[config.mk]
export PLATFORM = sky130hd
export DESIGN_NAME = rv32i_decoder
export DESIGN_NICKNAME = d
export VERILOG_FILES = /design/src/rtl/rv32i_decoder.sv
export SDC_FILE = /design/constraint.sdc
export NUM_CORES = 1
export LEC_CHECK = 0
export ABC_AREA = 1
export BUFFER_PORTS_ARGS = -buffer_cell sky130_fd_sc_hd__buf_2
export CORE_MARGIN = 4
export CORE_UTILIZATION = 38
export DETAILED_ROUTE_END_ITERATION = 8
export PLACE_DENSITY = 0.95
export SETUP_SLACK_MARGIN = 0.4
export SLEW_MARGIN = 20
export SYNTH_ARGS = -nofsm -noshare
export SYNTH_HDL_FRONTEND = slang
export SYNTH_SLANG_ARGS = --single-unit
[constraint.sdc]
create_clock -name vclk -period 2.34
set_input_delay 0 -clock vclk [all_inputs]
set_output_delay 0 -clock vclk [all_outputs]
set_load 0.005 [all_outputs]
[src/rtl/rv32i_decoder.sv]
// RV32I base-ISA instruction decoder for the ID stage, with the shared riscv/core packages.
// Define ILLEGAL_CNT_EN to add illegal_cnt_o, a wrapping count of cycles that decode as illegal.

package riscv;
    localparam logic [6:0] OPC_OP     = 7'b0110011;
    localparam logic [6:0] OPC_OP_IMM = 7'b0010011;
    localparam logic [6:0] OPC_LOAD   = 7'b0000011;
    localparam logic [6:0] OPC_STORE  = 7'b0100011;
    localparam logic [6:0] OPC_BRANCH = 7'b1100011;
    localparam logic [6:0] OPC_LUI    = 7'b0110111;
    localparam logic [6:0] OPC_AUIPC  = 7'b0010111;
    localparam logic [6:0] OPC_JAL    = 7'b1101111;
    localparam logic [6:0] OPC_JALR   = 7'b1100111;

    localparam logic [6:0] F7_BASE = 7'b0000000;
    localparam logic [6:0] F7_ALT  = 7'b0100000;

    // addi x0, x0, 0
    localparam logic [31:0] I_NOP = 32'h0000_0013;
endpackage

package core;
    typedef enum logic [2:0] {
        FMT_R, FMT_I, FMT_S, FMT_B, FMT_U, FMT_J, FMT_NOP
    } format_t;

    typedef enum logic [3:0] {
        ALU_ADD, ALU_SUB, ALU_SLL, ALU_SLT, ALU_SLTU, ALU_XOR,
        ALU_SRL, ALU_SRA, ALU_OR, ALU_AND, ALU_LUI, ALU_NOP
    } alu_op_t;

    typedef enum logic [3:0] {
        MEM_LB, MEM_LH, MEM_LW, MEM_LBU, MEM_LHU,
        MEM_SB, MEM_SH, MEM_SW, MEM_NOP
    } mem_op_t;

    typedef struct packed {
        logic [31:0] pc;
        logic [31:0] instr;
        format_t     format;
        logic [4:0]  rd;
        logic [4:0]  rs1;
        logic [4:0]  rs2;
        logic [31:0] imm;
        alu_op_t     alu_op;
        mem_op_t     mem_op;
        logic        rd_we;
        logic        use_pc;
        logic        is_branch;
        logic        is_jump;
        logic        illegal;
    } pipeline_bus_t;
endpackage

module rv32i_decoder #(
    parameter int XLEN = 32
) (
    input  logic               clk,
    input  logic               rst,
    input  logic [XLEN-1:0]    instruction_i,
    input  logic [XLEN-1:0]    pc_i,
    output core::pipeline_bus_t id_bus_o
`ifdef ILLEGAL_CNT_EN
    ,
    output logic [31:0]        illegal_cnt_o
`endif
);
    import core::*;

    logic [6:0]  opcode;
    logic [2:0]  funct3;
    logic [6:0]  funct7;
    logic        bubble;

    logic [31:0] imm_i;
    logic [31:0] imm_s;
    logic [31:0] imm_b;
    logic [31:0] imm_u;
    logic [31:0] imm_j;

    format_t     fmt;
    alu_op_t     alu;
    mem_op_t     mem;
    logic        we;
    logic        upc;
    logic        br;
    logic        jmp;
    logic        bad;

    assign opcode = instruction_i[6:0];
    assign funct3 = instruction_i[14:12];
    assign funct7 = instruction_i[31:25];
    assign bubble = (instruction_i == 32'h0000_0000) || (instruction_i == riscv::I_NOP);

    assign imm_i = {{20{instruction_i[31]}}, instruction_i[31:20]};
    assign imm_s = {{20{instruction_i[31]}}, instruction_i[31:25], instruction_i[11:7]};
    assign imm_b = {{19{instruction_i[31]}}, instruction_i[31], instruction_i[7],
                    instruction_i[30:25], instruction_i[11:8], 1'b0};
    assign imm_u = {instruction_i[31:12], 12'b0};
    assign imm_j = {{11{instruction_i[31]}}, instruction_i[31], instruction_i[19:12],
                    instruction_i[20], instruction_i[30:21], 1'b0};

    // funct3 -> ALU op for the base (funct7 = 0) OP/OP-IMM encodings
    function automatic alu_op_t base_alu(input logic [2:0] f3);
        alu_op_t op;
        case (f3)
            3'b000:  op = ALU_ADD;
            3'b001:  op = ALU_SLL;
            3'b010:  op = ALU_SLT;
            3'b011:  op = ALU_SLTU;
            3'b100:  op = ALU_XOR;
            3'b101:  op = ALU_SRL;
            3'b110:  op = ALU_OR;
            default: op = ALU_AND;
        endcase
        return op;
    endfunction

    always_comb begin
        fmt = FMT_NOP;
        alu = ALU_NOP;
        mem = MEM_NOP;
        we  = 1'b0;
        upc = 1'b0;
        br  = 1'b0;
        jmp = 1'b0;
        bad = 1'b0;

        if (!bubble) begin
            if (instruction_i[1:0] != 2'b11) begin
                bad = 1'b1;
            end else begin
                case (opcode)
                    riscv::OPC_OP: begin
                        fmt = FMT_R;
                        we  = 1'b1;
                        if (funct7 == riscv::F7_BASE) begin
                            alu = base_alu(funct3);
                        end else if (funct7 == riscv::F7_ALT && funct3 == 3'b000) begin
                            alu = ALU_SUB;
                        end else if (funct7 == riscv::F7_ALT && funct3 == 3'b101) begin
                            alu = ALU_SRA;
                        end else begin
                            bad = 1'b1;
                        end
                    end
                    riscv::OPC_OP_IMM: begin
                        fmt = FMT_I;
                        we  = 1'b1;
                        alu = base_alu(funct3);
                        // shift-immediates reuse imm[11:5] as funct7
                        if (funct3 == 3'b001 && funct7 != riscv::F7_BASE) begin
                            bad = 1'b1;
                        end else if (funct3 == 3'b101) begin
                            if (funct7 == riscv::F7_ALT) begin
                                alu = ALU_SRA;
                            end else if (funct7 != riscv::F7_BASE) begin
                                bad = 1'b1;
                            end
                        end
                    end
                    riscv::OPC_LOAD: begin
                        fmt = FMT_I;
                        alu = ALU_ADD;
                        we  = 1'b1;
                        case (funct3)
                            3'b000:  mem = MEM_LB;
                            3'b001:  mem = MEM_LH;
                            3'b010:  mem = MEM_LW;
                            3'b100:  mem = MEM_LBU;
                            3'b101:  mem = MEM_LHU;
                            default: bad = 1'b1;
                        endcase
                    end
                    riscv::OPC_STORE: begin
                        fmt = FMT_S;
                        alu = ALU_ADD;
                        case (funct3)
                            3'b000:  mem = MEM_SB;
                            3'b001:  mem = MEM_SH;
                            3'b010:  mem = MEM_SW;
                            default: bad = 1'b1;
                        endcase
                    end
                    riscv::OPC_BRANCH: begin
                        fmt = FMT_B;
                        alu = ALU_SUB;
                        br  = 1'b1;
                        if (funct3 == 3'b010 || funct3 == 3'b011) begin
                            bad = 1'b1;
                        end
                    end
                    riscv::OPC_LUI: begin
                        fmt = FMT_U;
                        alu = ALU_LUI;
                        we  = 1'b1;
                    end
                    riscv::OPC_AUIPC: begin
                        fmt = FMT_U;
                        alu = ALU_ADD;
                        upc = 1'b1;
                        we  = 1'b1;
                    end
                    riscv::OPC_JAL: begin
                        fmt = FMT_J;
                        alu = ALU_ADD;
                        upc = 1'b1;
                        jmp = 1'b1;
                        we  = 1'b1;
                    end
                    riscv::OPC_JALR: begin
                        fmt = FMT_I;
                        alu = ALU_ADD;
                        jmp = 1'b1;
                        we  = 1'b1;
                        if (funct3 != 3'b000) begin
                            bad = 1'b1;
                        end
                    end
                    default: bad = 1'b1;
                endcase
            end
        end
    end

    always_comb begin
        id_bus_o       = '0;
        id_bus_o.pc    = pc_i;
        id_bus_o.instr = instruction_i;
        id_bus_o.rd    = instruction_i[11:7];
        id_bus_o.rs1   = instruction_i[19:15];
        id_bus_o.rs2   = instruction_i[24:20];

        // an illegal word must not leak any partial decode into the pipeline
        if (bad) begin
            id_bus_o.format    = FMT_NOP;
            id_bus_o.alu_op    = ALU_NOP;
            id_bus_o.mem_op    = MEM_NOP;
            id_bus_o.rd_we     = 1'b0;
            id_bus_o.use_pc    = 1'b0;
            id_bus_o.is_branch = 1'b0;
            id_bus_o.is_jump   = 1'b0;
            id_bus_o.illegal   = 1'b1;
        end else begin
            id_bus_o.format    = fmt;
            id_bus_o.alu_op    = alu;
            id_bus_o.mem_op    = mem;
            id_bus_o.rd_we     = we;
            id_bus_o.use_pc    = upc;
            id_bus_o.is_branch = br;
            id_bus_o.is_jump   = jmp;
            id_bus_o.illegal   = 1'b0;
        end

        case (id_bus_o.format)
            FMT_I:   id_bus_o.imm = imm_i;
            FMT_S:   id_bus_o.imm = imm_s;
            FMT_B:   id_bus_o.imm = imm_b;
            FMT_U:   id_bus_o.imm = imm_u;
            FMT_J:   id_bus_o.imm = imm_j;
            default: id_bus_o.imm = 32'h0000_0000;
        endcase
    end

`ifdef ILLEGAL_CNT_EN
    always_ff @(posedge clk or negedge rst) begin
        if (!rst) begin
            illegal_cnt_o <= 32'h0000_0000;
        end else if (id_bus_o.illegal) begin
            illegal_cnt_o <= illegal_cnt_o + 32'd1;
        end
    end
`else
    // clk/rst only serve the optional counter
    logic unused_clk_rst;
    assign unused_clk_rst = clk ^ rst;
`endif

endmodule

# After elaboration in Yosys (flattened, before gate mapping)
# Index checks and enable logic that the tools add are counted.
# totals
ff_bits,0
out_inout_bits,127
# op_classes
eq_ne,23
mux,47
n_reduce_logical,19
# op_table
op,count
$pmux W32 S5,1
$mux W4,10
$pmux W4 S5,2
$eq A32 B5 Y1 const B,1
$logic_not A32 Y1,1
$eq A7 B6 Y1 const B,4
$pmux W4 S7,1
$mux W1,25
$eq A7 B7 Y1 const B,3
$pmux W3 S6,1
$eq A3 B3 Y1 const B,5
$eq A7 B5 Y1 const B,2
$mux W13,1
$eq A3 B2 Y1 const B,4
$pmux W4 S3,1
$reduce_or A5 Y1,2
$mux W3,3
$reduce_or A3 Y1,3
$pmux W4 S2,1
$eq A7 B2 Y1 const B,1
$logic_not A7 Y1,1
$pmux W1 S7,1
$reduce_bool A7 Y1,1
$reduce_or A7 Y1,1
7 further kinds,13

# Logic depth before layout (Yosys ltp)
# depth
word_depth,11
mapped_depth,13
mapped_depth_nobuf,13

# Worst setup path after synthesis
# No wires, ideal clock.
# synth_path
kind,input -> output
start,in instruction_i[31]
end,out id_bus_o[33] in the netlist's numbering
setup_slack_ns,0.948
t_arrival_ns,1.392
stages,11
t_required_ns,2.340
cell_sequence,buf_4 -> inv_2 -> nand3_1 -> nor2_2 -> inv_1 -> nand3_1 -> nand2_2 -> nor3_4 -> nand3_2 -> buf_4 -> nand3_1
# synth_lines
item,line_no,text
start: declaration,60,"input logic [XLEN-1:0] instruction_i,"
end: declaration,62,output core::pipeline_bus_t id_bus_o

==> key figures <==
Timing
  – Minimum clock period: 1780 ps
  – RSZ-0062 raised after global routing: false
  – Endpoints failing hold: 0
  – Hold_ws: 0.00197 ps
  – Max Fclk: 561 MHz
  – Smallest setup slack after layout: 557 ps
  – Post-Route Setup TNS: 0 ps
  – Final worst-path cycle share: 0.762
  – Slew Limit Fails: 0
  – Least-Margin Pin Slew: 354 ps
  – Slew HR: 0.763
  – Final setup viols: 0

Clock network
  – Post-CTS Hold Buffers: 0

Final layout
  – Seq cells: 0
  – Non-Filler Instances: 407
  – Final cell area excluding filler cells: 1830 um2
  – Clock buffer count: 0
  – Final core utilization: 0.445
  – Nets: 425
  – Seq. cell area: 0 um2
  – Share of cells above drive strength 1: 0.451
  – # diodes: 0
  – P&R area growth vs syn: 9.66%

Power
  – Tot Pwr: 0.182 mW
  – LEAKAGE: 1.15 nW
  – Worst vdd ir: 46.2 uV
  – PwrDens: 99.2 nW/um2

Logic synthesis
  – Cell Area, Synth: 1670 um2
  – Syn Nets: 375
  – Seq/Total Area, Yosys: 0
  – Leading area contributor after synthesis: buf_4
  – Synth area leaders: buf_4 (37%), nand2_1 (16%), nor2_1 (8.3%), nand3_1 (7.8%), inv_1 (5.6%)
  – Post-synth top area share: 0.368
  – Post-synthesis cell type count: 25
  – Post-Synthesis Cells: 309
  – Synth Warn #: 0
  – Syn Area/Cell: 5.41 um2

Setup path
  – Setup Crit Path Kind: input port to output port
  – Worst EP required: 2340 ps
  – Startpoint types: input port
  – Crit path max fanout: 11
  – Crit. End Element: output port
  – CP arrival: 1780 ps

Placed design
  – Placed inst area: 1750 um2
  – Post-DP HPWL: 4.75 mm
  – Placer congestion estimate: 0.918
  – DP Cell Count: 402
  – Port buffer count: 127
  – Post-Place Worst Slack: 218 ps

Hold path
  – Hold crit path type: input port to output port

Global routing
  – Grt total ovfl: 0
  – Vias in the first global route: 1697
  – Total GRT Usage: 0.179
  – Initial antenna violation count: 0
  – Global-route wire length before repair: 8.02 mm
  – Pin count of the biggest net entering global routing: 12

Drt
  – Final wirelength: 5.57 mm
  – Total number of vias: 1971
  – Drt first pass iters: 4
  – DR iter-0 viols: 90
  – Vias per inst: 4.84
  – Post-route ant nets: 0
  – Routed WL per cell: 13.7 um
  – DRC errors left: 0

Floorplan
  – Die area: 5520 um2
  – Core area: 4120 um2
  – Die H: 74.3 um
  – IO Count: 193
  – Initial Utilization: 0.406
  – Chip width: 74.3 um
  – Row count: 23

Outcome
  – Status: complete, no violations

Run
  – Max Cap Violations: 0
-- Yosys cell counts, drive strengths merged --
library cell and n:
a31oi 1, or2 1, a21boi 4, nand3 31
nand2 75, inv 30, o32ai 1, clkbuf 2
nor3 4, o21a 1, nand4 8, o21ai 11
o2111ai 2, buf 83, o211ai 1, a21oi 10
nor2 44
-- timing repair --
item | 4_1_cts | 5_1_grt
cloned | 0 | 0
setup buffers | 1 | 4
gates resized for setup | 0 | 10
pin swaps | 1 | 6
setup endpoints to repair | 11 | 38
-- layout by cell type, fill, tap and decap left out, drive strengths merged, types with 2 or more instances in the layout --
cell / count
a21boi: 4
a21oi: 10
buf: 133
inv: 30
nand2: 75
nand3: 31
nand4: 8
nor2: 44
nor3: 4
o2111ai: 2
o21ai: 11
-- cells by family after synthesis --
group,synth area share
AND/OR/NAND/NOR,0.444
buffers and inverters,0.443
AO/OA/AOI/OAI,0.113
-- power by group --
part	internal, mW	switching [mW]
Combinational	0.0721	0.110
Clock	0	0
Sequential	0	0
-- path summary, 6_finish.rpt --
check,start,endpoint,cells past startpoint
setup / recovery,instruction_i[0],id_bus_o[34],14
hold / removal,pc_i[30],id_bus_o[125],0
-- metal layers --
| layer | share of wire | vias up | GRT usage |
|---|---|---|---|
| li1 | - | 1012 | - |
| met1 | 0.41 | 842 | 0.243 |
| met2 | 0.49 | 117 | 0.327 |
| met3 | 0.10 | 0 | 0.0162 |
| met4 | 0 | 0 | 0.00198 |
| met5 | 0 | - | 0 |
-- critical path, stage by stage --
cell and delay, ps:
buf_2 110, nand2_2 130, inv_2 80, nand2_2 80, nor2_1 80, inv_1 130
nor2_1 50, nor2_1 140, nand3_2 150, nor2_4 290, nand4_1 130, buf_4 200
nand3_1 90, buf_2 120
-- cell type report --
class / count / area, um2
fillers: 463 / 2280
multi-input cells: 194 / 977
repair buffers: 133 / 681
inverters: 30 / 113
well taps: 50 / 62.6
(Power assumes the default switching activity.)
